<file path="src/rtl/key_addition_pkg.sv">
// rtl/key_addition_pkg.sv - shared constants, FSM states and voter for the redundant key-addition stage
package key_addition_pkg;

    localparam int MODE_NONE = 0;
    localparam int MODE_DUP  = 1;
    localparam int MODE_TMR  = 2;

    typedef enum logic [1:0] {
        NOKEY = 2'd0,
        RUN   = 2'd1,
        FAULT = 2'd2
    } state_t;

    function automatic logic majority3(input logic a, input logic b, input logic c);
        return (a & b) | (a & c) | (b & c);
    endfunction

endpackage

</file>
<file path="src/rtl/key_addition_lane.sv">
// rtl/key_addition_lane.sv - one redundant lane: private key register plus registered state XOR key
module key_addition_lane #(
    parameter int WIDTH = 8
) (
    input  logic             clock,
    input  logic             reset,
    input  logic             i_key_load,
    input  logic [WIDTH-1:0] i_key,
    input  logic             i_en,
    input  logic [WIDTH-1:0] i_state,
    output logic [WIDTH-1:0] o_data
);

    logic [WIDTH-1:0] r_key;
    logic [WIDTH-1:0] r_data;

    // A word accepted together with a key load still sees the old key.
    always_ff @(posedge clock or negedge reset) begin
        if (!reset) begin
            r_key  <= '0;
            r_data <= '0;
        end else begin
            if (i_en)
                r_data <= i_state ^ r_key;
            if (i_key_load)
                r_key <= i_key;
        end
    end

    assign o_data = r_data;

endmodule

</file>
<file path="src/rtl/key_addition_redundant.sv">
// rtl/key_addition_redundant.sv - registered key addition with none/duplicate/TMR lanes and a stream handshake
module key_addition_redundant
    import key_addition_pkg::*;
#(
    parameter int WIDTH        = 8,
    parameter int REDUNDANCY   = 0,
    parameter bit FAULT_STICKY = 1
) (
    input  logic             clock,
    input  logic             reset,
    input  logic             io_key_load,
    input  logic [WIDTH-1:0] io_key,
    output logic             io_key_valid,
    input  logic             io_in_valid,
    output logic             io_in_ready,
    input  logic [WIDTH-1:0] io_state,
    output logic             io_out_valid,
    input  logic             io_out_ready,
    output logic [WIDTH-1:0] io_out,
    output logic             io_fault,
    output logic             io_corrected,
    input  logic             io_clear_fault
);

    localparam int LANES = REDUNDANCY + 1;

    state_t           r_state;
    state_t           w_next;
    logic             r_out_valid;
    logic             r_key_valid;
    logic             r_fault;
    logic [WIDTH-1:0] w_lane [3];
    logic [WIDTH-1:0] w_voted;
    logic             w_accept;
    logic             w_mismatch;
    logic             w_dup_err;

    for (genvar g = 0; g < 3; g++) begin : gen_lane
        if (g < LANES) begin : g_on
            (* keep = "true", dont_touch = "true" *)
            key_addition_lane #(.WIDTH(WIDTH)) u_lane (
                .clock      (clock),
                .reset      (reset),
                .i_key_load (io_key_load),
                .i_key      (io_key),
                .i_en       (w_accept),
                .i_state    (io_state),
                .o_data     (w_lane[g])
            );
        end else begin : g_off
            assign w_lane[g] = '0;
        end
    end

    always_comb begin
        w_mismatch = 1'b0;
        for (int i = 0; i < WIDTH; i++)
            w_voted[i] = majority3(w_lane[0][i], w_lane[1][i], w_lane[2][i]);
        if (REDUNDANCY == MODE_DUP)
            w_mismatch = r_out_valid && (w_lane[0] != w_lane[1]);
        else if (REDUNDANCY == MODE_TMR)
            w_mismatch = r_out_valid && ((w_lane[0] != w_lane[1]) || (w_lane[0] != w_lane[2]));
    end

    // A duplicate-mode mismatch suppresses the word in the same cycle it is seen.
    assign w_dup_err    = (REDUNDANCY == MODE_DUP) && w_mismatch;
    assign io_out_valid = r_out_valid && !w_dup_err;
    assign io_in_ready  = (r_state == RUN) && !w_dup_err && (!r_out_valid || io_out_ready);
    assign w_accept     = io_in_valid && io_in_ready;
    assign io_key_valid = r_key_valid;
    assign io_fault     = FAULT_STICKY ? (r_fault || w_mismatch) : w_mismatch;
    assign io_corrected = (REDUNDANCY == MODE_TMR) && w_mismatch;

    always_comb begin
        io_out = w_lane[0];
        if (REDUNDANCY == MODE_DUP && w_dup_err)
            io_out = '0;
        else if (REDUNDANCY == MODE_TMR)
            io_out = w_voted;
    end

    always_comb begin
        w_next = r_state;
        case (r_state)
            NOKEY:   if (io_key_load) w_next = RUN;
            RUN:     if (w_dup_err && !io_clear_fault) w_next = FAULT;
            FAULT:   if (io_clear_fault) w_next = RUN;
            default: w_next = NOKEY;
        endcase
    end

    always_ff @(posedge clock or negedge reset) begin
        if (!reset) begin
            r_state     <= NOKEY;
            r_out_valid <= 1'b0;
            r_key_valid <= 1'b0;
            r_fault     <= 1'b0;
        end else begin
            r_state     <= w_next;
            r_out_valid <= w_accept || (r_out_valid && !io_out_ready && !w_dup_err);
            r_key_valid <= r_key_valid || io_key_load;
            if (io_clear_fault)
                r_fault <= 1'b0;
            else if (w_mismatch)
                r_fault <= 1'b1;
        end
    end

endmodule

</file>
<file path="config.mk">
export PLATFORM = sky130hd
export DESIGN_NAME = key_addition_redundant
export DESIGN_NICKNAME = d
export VERILOG_FILES = /design/src/rtl/key_addition_pkg.sv /design/src/rtl/key_addition_lane.sv /design/src/rtl/key_addition_redundant.sv
export SDC_FILE = /design/constraint.sdc
export NUM_CORES = 1
export LEC_CHECK = 0
export CORE_MARGIN = 3
export CORE_UTILIZATION = 41
export DETAILED_ROUTE_END_ITERATION = 16
export GPL_TIMING_DRIVEN = 0
export PLACE_DENSITY = 0.81
export SLEW_MARGIN = 10
export SYNTH_ARGS = -nofsm -noshare
export SYNTH_HDL_FRONTEND = slang
export SYNTH_SLANG_ARGS = --single-unit
</file>
<file path="constraint.sdc">
create_clock -name clock -period 1.66 [get_ports clock]
set_clock_uncertainty 0.15 [all_clocks]
set_input_delay 0.332 -clock clock [delete_from_list [all_inputs] [get_ports clock]]
set_output_delay 0.332 -clock clock [all_outputs]
set_load 0.02 [all_outputs]
</file>
# Word-level counts from Yosys, hierarchy flattened
# Index checks and enable logic that the tools add are counted.
classes:
  eq_ne: 4
  mux: 3
  n_bitwise: 2
  reduce_logical: 10
ops:
  columns: ["cell", "count"]
  rows:
  - ["bitwise XOR 8 bit", 1]
  - ["one-hot mux 2 bit (3 select lines)", 1]
  - ["2-to-1 mux 2 bit", 2]
  - ["inequality test 2 bit (second input constant)", 2]
  - ["logical AND 1 bit", 3]
  - ["logical OR 1 bit", 3]
  - ["AND reduction 3 bit", 1]
  - ["== test 2 x 1 -> 1 bit (second input constant)", 1]
  - ["== test 2 bit (second input constant)", 1]
  - ["zero test 1 bit", 2]
  - ["zero test 2 bit", 1]
  - ["inverter 1 bit", 1]
totals:
  reg_bits: 20
  word_cells: 24

# Logic depth before layout (Yosys ltp)
# Gate-level depths: netlist (run 1).
depth:
  depth_word: 5
  ltp_mapped: 4
  depth_no_buf: 3

# Cells and area by module
# From an unflattened synthesis (run 1), not the netlist that was laid out.
hier_totals:
  hier_cells: 64
  area_unflattened_um2: 849.6
modules_own_cells:
  columns: ["module", "n_inst", "cells_each", "area_each_um2", "seq_area_each_um2"]
  rows:
  - ["key_addition_lane", 1, 51, 699.4, 400.4]
  - ["key_addition_redundant", 1, 13, 150.1, 75.1]

# Worst setup path after synthesis (run 1)
# No wires, ideal clock.
synth_path:
  path_type: "register to register"
  startpoint: "register r_out_valid (netlist: io_out_valid)"
  endpoint: "register gen_lane[0].g_on.u_lane.r_data[0]"
  arrival_ps: 1128
  setup_slack_ps: 257
  stages_incl_launch_ff: 5
  period_less_slack_ps: 1403
  path_cell_list: "dfrtp_1 > nand2b_4 > nor2b_4 > buf_6 > mux2_4"
synth_between:
  elab_chain_len: 4
synth_rtl:
  columns: ["item", "line_no", "text"]
  rows:
  - ["start, declared", "key_addition_redundant.sv:29", "logic r_out_valid;"]
  - ["start signal, assigned", "key_addition_redundant.sv:100", "r_out_valid <= w_accept || (r_out_valid && !io_out_ready && !w_dup_err);"]
  - ["zero test 1 bit", "key_addition_redundant.sv:68", "assign io_in_ready = (r_state == RUN) && !w_dup_err && (!r_out_valid || io_out_ready);"]
  - ["logical OR 1 bit", "key_addition_redundant.sv:68", null]
  - ["logical AND 1 bit", "key_addition_redundant.sv:68", null]
  - ["logical AND 1 bit", "key_addition_redundant.sv:69", "assign w_accept = io_in_valid && io_in_ready;"]
  - ["end signal, assigned", "key_addition_lane.sv:24", "r_data <= i_state ^ r_key;"]
  - ["end, declared", "key_addition_lane.sv:15", "logic [WIDTH-1:0] r_data;"]
# No other way between the ends.
# A chain may end at the register's enable or synchronous reset.

# Worst setup path in the final report (run 1)
layout_path:
  startpoint: "input port io_out_ready"
  endpoint: "output port io_in_ready"
layout_between:
  elab_chain_len: 2
layout_rtl:
  columns: ["item", "line_no", "text"]
  rows:
  - ["start, declared", "key_addition_redundant.sv:18", "input logic io_out_ready,"]
  - ["logical OR 1 bit", "key_addition_redundant.sv:68", null]
  - ["logical AND 1 bit", "key_addition_redundant.sv:68", null]
  - ["end, declared", "key_addition_redundant.sv:15", "output logic io_in_ready,"]
# No other way between the ends.

==> summary.md, run 1 <==
| Metric | Value |
|---|---|
| Internal power | a little over 0.0008 W |
| Min-Delay Path Class | input port to flop |
| Grt ovf | 0 |
| Distinct cell type count after synthesis | 14 |
| NumNets Final | 113 |
| CTS buffer count | 3 |
| Vias per Instance | approximately 4.6 |
| Crit Path Class | input port to output port |
| Final Hold Vio Count | 0 |
| Status | finished clean |
| Reg2reg start | io_out_valid$_DFF_PN0_ |
| Period utilization | a little over nine tenths |
| Filler cells | 160 |
| Buffer count from post-CTS setup fixing | 0 |
| Switch share | about 28% |
| Post-route DRC | 0 |
| Reg2reg setup slack | 300 ps |
| Crit Path Max Fanout | 3 |
| Row Count | 15 |
| Pwr/cell area | 958 mW/mm^2 |
| Startpoint types | input port |
| Die extent in x | roughly 50 um |
| Crit path arrival time | about 1200 ps |
| Seq/Total Area, Yosys | approximately 56% |
| Htree depth | 1 |
| Clk root buf | clkbuf_4 |
| Clk slew on worst S/H paths | roughly 100 ps |
| Dominant cell type by area after synthesis | dfrtp_1 |
| Measured slew at the worst slew-check pin | 849 ps |
| Most frequent cells in the layout | dfrtp_1, clkdlybuf4s50_1, dlygate4sd2_1 |
| Initial antenna violation count | 0 |
| Synth area leaders | dfrtp_1, mux2_4, mux2_2 |
| Slew Limit Headroom | 43.2% |
| Drt pass-1 iters | 2 |
| Combinational share of power | a little under a third |
| Hold path startpoint | io_key_load |
| Gpl congestion | a little over 0.7 |
| IR drop worst, VDD | roughly 0.00046 V |
| #FFs+latches synth | 19 |
| Routed WL | 1.60 mm |
| IO Pins | 35 |
| Routed via count | around 530 |
| HPWL Detailed | 1.25 mm |
| Port Buf Inserts | 30 |
| # clock sinks | 19 |
| Mapped Area | ~850 sq um |
| Core footprint | between 0.0015 and 0.002 sq mm |
| Worst path cell trace | clkdlybuf4s50_1 -> nand2b_4 -> and2_4 -> buf_6 |
| Share of the synthesized area in the top cell type | between 50 and 60% |
| Clk_lat worst skew | between 200 and 300 ps |
| Antenna diodes | 0 |
| RSZ-0062 raised after global routing | false |
| Place WS | -439 ps |
| Area Growth Syn to Fin | 41.7% |
| Die area | around 0.0026 sq mm |
| CTS tree | yes |
| Worst Setup End Kind | output port |
| Die H | around 51 um |
| Fin area | roughly 0.0012 sq mm |
| Data required time of the worst path | about 1200 ps |
| Ys Warns | 0 |
| CP peak stage delay | ~450 ps |
| Synthesized instance count | 55 |
| Dpl cell area | 0.00118 sq mm |
| First-pass GRT wire length | 2.66 mm |
| Per-cell routed wire length | ~14 um |
| Final min period | about 1600 ps |
| # setup viols final | 0 |
| Sequential power share | between 50 and 60% |
| Mean Syn Cell Area | 15.4 sq um |
| Antenna viol nets, final | 0 |
| Fmax | between 600 and 700 MHz |
| Share of layout cells above drive strength 1 | about 33% |
| Post-CTS Hold Fix Bufs | 0 |
| Switching power | around 0.00032 W |
| Clock power share | 19.4% |
| Pleak | about 0.55 nW |
| Max cap viols | 0 |
| Pin count of the biggest net entering global routing | 20 |
| Initial core utilization | between 40 and 50% |
| Critical path's slowest cell | clkdlybuf4s50_1 |
| Initial DRC Count | 1 |
| Crit path launch | io_out_ready |
| Pins Over Slew Limit | 0 |
| Vias in the first global route | 563 |
| Clk buf depth | 2 |
| Setup slack after layout | a little over 30 ps |
| GRT Util Overall | 13.8% |
-- cells in the mapped netlist --
library cell  number
and2_1             1
buf_2              1
buf_4              2
buf_6              1
conb_1             1
dfrtp_1           19
mux2_2             8
mux2_4             8
nand2_1            1
nand2_2            1
nand2b_4           1
nor2b_4            1
or2_2              2
xor2_1             8
-- layer usage --
metal | global-route usage (%) | share of wire, %
met5 | 0 | 0
met4 | 5.24 | 0
met3 | 1.75 | 5.3
met2 | 24.2 | 52
met1 | 17.2 | 43
-- path summary, 6_finish.rpt --
check | endpoint | cells past startpoint
max reg2reg | gen_lane[0].g_on.u_lane.o_data[5]$_DFFE_PN0P_ | 4
max | io_in_ready | 4
min in group asynchronous | gen_lane[0].g_on.u_lane.o_data[0]$_DFFE_PN0P_ | 1
min reg2reg | io_key_valid$_DFF_PN0_ | 1
min | r_state[0]$_DFFE_PN0P_ | 2
max in group asynchronous | gen_lane[0].g_on.u_lane.o_data[1]$_DFFE_PN0P_ | 1
-- through the flow --
stage,utilization (%),hold WS [ps],TNS [ps],instances,power [W]
global route,65.2,286,0,115,0.00121
detailed placement,64.3,326,-1430,111,0.000975
floorplan,-,-114,0,56,0.000785
CTS,64.8,278,0,115,0.00116
global placement,64.3,303,-1400,111,0.000958
finish,65.2,284,0,115,0.00115
-- sequential cells by signal, summed over array words and instances, names as in the netlist --
register,flops
r_state,1
io_key_valid,1
gen_lane.g_on.u_lane.o_data,8
gen_lane.g_on.u_lane.r_key,8
io_out_valid,1
-- repair_timing --
action	4_1_cts	5_1_grt
endpoints found under the setup margin	11	1
resized for setup	14	3
pin swaps	0	0
cloned	0	0
-- power by group through the flow --
stage	clock, W	combinational, W	sequential, W
final	0.000223	0.000349	0.000577
after global routing	0.000253	0.000377	0.000584
after CTS	0.000233	0.000351	0.000576
after detailed placement	0	0.000388	0.000587
after global placement	0	0.000378	0.000580
after floorplan	0	0.000144	0.000641
-- critical path: cells and delay by family --
kind / cells / cell delay (ps)
and+or+nand+nor: 2 / 260
buffers and inverters: 2 / 560
-- layout make-up --
| cell class | instances | area, sq um | share of cell area, % |
|---|---|---|---|
| Multi-Input combinational cell | 33 | 347 | 28.9 |
| Timing Repair Buffer | 30 | 289 | 24.1 |
| Clock buffer | 4 | 26.3 | 2.19 |
| Tap cell | 25 | 31.3 | 2.61 |
| Buffer | 4 | 31.3 | 2.61 |
| Sequential cell | 19 | 475 | 39.6 |
-- kinds of logic (layout without fill, tap and decap cells) --
logic type | Yosys count | count (layout) | synth area share [%]
other | 1 | 2 | 0.443
buffers and inverters | 4 | 38 | 3.69
DFF | 19 | 19 | 56.1
and+or+nand+nor | 7 | 7 | 6.65
xor gates and xnor gates | 8 | 8 | 8.27
muxes | 16 | 16 | 24.8
Note: power is estimated with default switching activity, not from simulation.
==> run 2: changes to the inputs <==
- SETUP_SLACK_MARGIN: unset -> 0.2
==> summary.md, run 2 (synthesized netlist as in run 1, its figures left out) <==
| Metric | Value |
|---|---|
| Status | finished clean |
| CTS buffer count | 3 |
| Pleak | around 0.55 nW |
| Clk root buf | clkbuf_4 |
| Place WS | -439 ps |
| Combinational share of power | a little under a third |
| Area Growth Syn to Fin | 40.8% |
| Crit path arrival time | about 1000 ps |
| Final Hold Vio Count | 0 |
| First-pass GRT wire length | about 2.7 mm |
| # setup viols final | 0 |
| Initial antenna violation count | 0 |
| Pwr/cell area | 965 mW/mm^2 |
| Vias per Instance | 4.44 |
| Crit Path Max Fanout | 2 |
| Clock power share | around a fifth |
| Critical path's slowest cell | dfrtp_1 |
| Per-cell routed wire length | about 14 um |
| Routed via count | a little over 500 |
| NumNets Final | roughly 120 |
| Clk_lat worst skew | around 280 ps |
| Fmax | about 670 MHz |
| Initial DRC Count | 0 |
| Filler cells | approximately 160 |
| IO Pins | 35 |
| Htree depth | 1 |
| Clk buf depth | 2 |
| WP buf/inv | 1 |
| Antenna diodes | 0 |
| Row Count | 15 |
| Slew Limit Headroom | between 40% and 50% |
| Gpl congestion | 0.714 |
| Core footprint | between 0.0015 and 0.002 sq mm |
| IR drop worst, VDD | between 0.0004 and 0.0005 V |
| Multi-input gate area | about 350 sq um |
| Pin count of the biggest net entering global routing | 20 |
| Die H | approximately 51 um |
| Dpl cells | around 110 |
| Measured slew at the worst slew-check pin | 829 ps |
| Grt ovf | 0 |
| Min-Delay Path Class | input port to flop |
| Finished Layout Cells | between 100 and 150 |
| CTS tree | yes |
| Die extent in x | around 51 um |
| HPWL Detailed | 1.25 mm |
| RSZ-0062 raised after global routing | true |
| Port Buf Inserts | 30 |
| Vias in the first global route | around 580 |
| Internal power | 0.000825 W |
| Worst Setup End Kind | output port |
| CP top delay family | flip-flops |
| Die area | ~0.0026 sq mm |
| Commonest non-fill, non-tap cell in the layout | dfrtp_1 |
| Switch share | between 20 and 30% |
| Most frequent cells in the layout | dfrtp_1, clkdlybuf4s50_1 |
| CP peak stage delay | between 400 and 500 ps |
| Worst path cell trace | nand2b_4 -> and2_4 -> buf_6 |
| Crit Path Class | flop to output port |
| Pins Over Slew Limit | 0 |
| Setup slack after layout | roughly 160 ps |
| Max cap viols | 0 |
| Switching power | between 0.0003 and 0.0004 W |
| Initial core utilization | roughly 46% |
| Drt pass-1 iters | 1 |
| Startpoint types | flop |
| Antenna viol nets, final | 0 |
| Routed WL | about 1.7 mm |
| Share of layout cells above drive strength 1 | 45.7% |
| # clock sinks | 19 |
| Register area | approximately 480 sq um |
| GRT Util Overall | ~14% |
| Clk slew on worst S/H paths | ~100 ps |
| Final min period | approximately 1500 ps |
| Post-CTS Hold Fix Bufs | 0 |
| Period utilization | about nine tenths |
| Data required time of the worst path | about 1200 ps |
| Post-route DRC | 0 |
| Sequential power share | between 50% and 60% |
-- run 2: cell count changes in the layout (fill, tap and decap cells not counted) --
| cell | previous run | this run |
|---|---|---|
| dlygate4sd2_1 | 10 | 1 |
| clkdlybuf4s15_2 | 0 | 2 |
| buf_2 | 1 | 8 |
| clkbuf_2 | 0 | 1 |
| clkdlybuf4s50_1 | 19 | 18 |
| buf_4 | 2 | 4 |
| buf_6 | 2 | 1 |
| buf_8 | 0 | 1 |
-- run 2: repair_timing --
item,4_1_cts,5_1_grt
resized for setup,37,9
buffers inserted,1,1
endpoints found under the setup margin,19,17
-- run 2: metrics by stage --
step	area (sq um)	util, %	hold WS [ps]	setup TNS [ps]	total power [W]
2_1_floorplan	851	-	-114	0	0.000785
3_3_place_gp	1180	64.3	303	-1400	0.000958
3_5_place_dp	1180	64.3	326	-1430	0.000975
4_1_cts	1230	66.9	278	0	0.00119
5_1_grt	1190	64.8	284	0	0.00122
6_report	1190	64.8	281	0	0.00115
-- run 2: metal layers --
metal | share of wire [%] | up-vias | global-route usage [%]
met5 | 0 | - | 0
met4 | 0 | 0 | 5.24
met3 | 5.2 | 0 | 1.75
met2 | 54 | 19 | 25.0
met1 | 41 | 251 | 17.4
li1 | - | 249 | -
-- run 2: worst reg2reg max path, delay by kind of cell, from the launching register on --
kind	cells	cell delay (ps)
AND/OR/NAND/NOR	2	220
multiplexers	1	300
buffers and inverters	2	250
flip-flops	1	420
-- run 2: path summary, 6_finish.rpt --
kind | from | slack (ps) | depth (start not counted) | endpoint
setup / recovery | io_out_valid$_DFF_PN0_ | 160 | 3 | io_in_ready
hold / removal | io_key_load | 280 | 2 | r_state[0]$_DFFE_PN0P_
setup reg to reg | io_out_valid$_DFF_PN0_ | 220 | 5 | gen_lane[0].g_on.u_lane.o_data[5]$_DFFE_PN0P_
hold reg to reg | io_key_valid$_DFF_PN0_ | 350 | 1 | io_key_valid$_DFF_PN0_
max in group asynchronous | reset | 480 | 1 | r_state[0]$_DFFE_PN0P_
min in group asynchronous | reset | 370 | 1 | gen_lane[0].g_on.u_lane.r_key[7]$_DFFE_PN0P_
-- run 2: area by class of cell --
type                            instances  share of cell area [%]
Timing Repair Buffer                   32                    23.3
Buffer                                  4                    2.94
Multi-Input combinational cell         33                    29.1
Clock buffer                            4                    2.20
Sequential cell                        19                    39.9
Tap cell                               25                    2.62
-- run 2: power groups by stage --
stage	sequential [W]	combinational [W]	clock (W)
2_1_floorplan	0.000641	0.000144	0
3_3_place_gp	0.000580	0.000378	0
3_5_place_dp	0.000587	0.000388	0
4_1_cts	0.000579	0.000376	0.000233
5_1_grt	0.000586	0.000381	0.000251
6_report	0.000577	0.000355	0.000219
==> run 3: changes to the inputs <==
- CORE_UTILIZATION: 41 -> 44
- PLACE_DENSITY: 0.81 -> 0.86
- TNS_END_PERCENT: unset -> 20
- clock period: 1.66 -> 1.8 ns (I/O delays scaled with it)
==> summary.md, run 3 (synthesized netlist as in run 1, its figures left out) <==
| Metric | Value |
|---|---|
| Initial antenna violation count | 0 |
| CTS buffer count | 3 |
| IR drop worst, VDD | ~0.00052 V |
| Core footprint | about 0.0018 sq mm |
| Measured slew at the worst slew-check pin | 823 ps |
| Per-cell routed wire length | approximately 13 um |
| Antenna diodes | 0 |
| Die extent in x | around 50 um |
| Die area | approximately 0.0025 sq mm |
| Share of layout cells above drive strength 1 | 33.3% |
| Setup slack after layout | around 260 ps |
| NumNets Final | around 110 |
| Reg2reg setup slack | about 450 ps |
| Row Count | 15 |
| First-pass GRT wire length | 2.32 mm |
| Pleak | 0.556 nW |
| CP top delay family | flip-flops |
| Worst Setup End Kind | output port |
| Commonest non-fill, non-tap cell in the layout | dfrtp_1 |
| Drt pass-1 iters | 2 |
| Routed WL | between 1 and 1.5 mm |
| RSZ-0062 raised after global routing | false |
| Grt ovf | 0 |
| Initial core utilization | roughly 48% |
| Filler cells | 156 |
| Pins Over Slew Limit | 0 |
| Setup TNS Final | 0 ps |
| Clk buf depth | 2 |
| Crit path arrival time | between 1000 and 1500 ps |
| IO Pins | 35 |
| Hold path startpoint | io_out_ready |
| Critical path's slowest cell | dfrtp_1 |
| CTS tree | yes |
| Hold path depth | 3 |
| Post-route DRC | 0 |
| GRT Util Overall | roughly an eighth |
| Finished Layout Cells | 115 |
| Initial DRC Count | 1 |
| Pin count of the biggest net entering global routing | 20 |
| Period utilization | approximately 85% |
| Htree depth | 1 |
| Routed via count | 517 |
| Final Hold Vio Count | 0 |
| Clk root buf | clkbuf_4 |
| Clk_lat worst skew | 280 ps |
| Min-Delay Path Class | input port to flop |
| Vias in the first global route | between 500 and 600 |
| Crit Path Max Fanout | 2 |
| WP buf/inv | 1 |
| Hold Path End | io_out_valid$_DFF_PN0_ |
| Buffer count from post-CTS setup fixing | 0 |
| Reg2reg start | io_out_valid$_DFF_PN0_ |
| Pwr/cell area | ~900 mW/mm^2 |
| Max cap viols | 0 |
| Final min period | roughly 1500 ps |
| # clock sinks | 19 |
| Crit path launch | io_out_valid$_DFF_PN0_ |
| HPWL Detailed | about 1.1 mm |
| Gpl congestion | 0.693 |
| Area Growth Syn to Fin | 41.9% |
| Most frequent cells in the layout | dfrtp_1, clkdlybuf4s50_1, dlygate4sd2_1 |
| # setup viols final | 0 |
| Status | finished clean |
| Cells on worst reg2reg path | 4 |
| Fmax | between 600 and 700 MHz |
| Worst path cell trace | dlygate4sd2_1 |
| Crit Path Class | flop to output port |
| Vias per Instance | 4.50 |
| Clk slew on worst S/H paths | around 100 ps |
| Place WS | -367 ps |
| Port Buf Inserts | 30 |
| Data required time of the worst path | 1290 ps |
| Dpl cells | around 110 |
| Startpoint types | flop |
| Slew Limit Headroom | roughly 45% |
| Die H | 49.9 um |
| Post-CTS Hold Fix Bufs | 0 |
| CP peak stage delay | between 400 and 500 ps |
| Reg2Reg Capture Point | gen_lane[0].g_on.u_lane.o_data[5]$_DFFE_PN0P_ |
| Antenna viol nets, final | 0 |
-- run 3: cell count changes in the layout (fill, tap and decap cells not counted), sizes merged --
cell / previous run / this run
dlymetal6s2s: 0 / 1
clkbuf: 5 / 4
dlygate4sd2: 1 / 10
clkdlybuf4s15: 2 / 0
buf: 14 / 5
-- run 3: worst max-delay path by stage --
stage,depth (start not counted),endpoint
2_1_floorplan,4,gen_lane[0].g_on.u_lane.o_data[0]$_DFFE_PN0P_
3_3_place_gp,4,io_in_ready
3_5_place_dp,4,io_in_ready
4_1_cts,4,io_in_ready
5_1_grt,1,io_out_valid
6_report,1,io_out_valid
-- run 3: metal layers --
layer	vias up	track usage, %	share of wire [%]
li1	249	-	-
met1	241	14.7	43
met2	27	21.4	49
met3	0	4.53	8.2
met4	0	4.15	0
met5	-	0	0
-- run 3: area by class of cell --
cell class / count / area [sq um] / area share (%)
Sequential cell: 19 / 475 / 39.5
Multi-Input combinational cell: 33 / 347 / 28.8
Timing Repair Buffer: 30 / 292 / 24.2
Buffer: 4 / 31.3 / 2.60
Tap cell: 25 / 31.3 / 2.60
Clock buffer: 4 / 26.3 / 2.19
-- run 3: stage by stage --
step	utilization [%]	total power (W)	area, sq um	hold slack (ps)
CTS	67.5	0.00106	1190	305
global placement	67.0	0.000883	1180	304
global route	68.2	0.00111	1200	203
detailed placement	67.0	0.000890	1180	333
floorplan	-	0.000724	851	-85.6
finish	68.2	0.00106	1200	204
-- run 3: what timing repair did --
item,in CTS,in global routing
setup endpoints to repair,11,1
gates resized for setup,14,4
cloned,0,0
-- run 3: worst min-delay path: stages --
cell and delay, ps:
dlymetal6s2s_1 80, nand2b_4 120, nand2_1 40
-- run 3: where the power goes --
part	switching (W)	internal, W	total (W)
Combinational	0.000136	0.000183	0.000319
Clock	0.000124	0.0000861	0.000210
Sequential	0.0000373	0.000491	0.000528
Total	0.000297	0.000760	0.00106
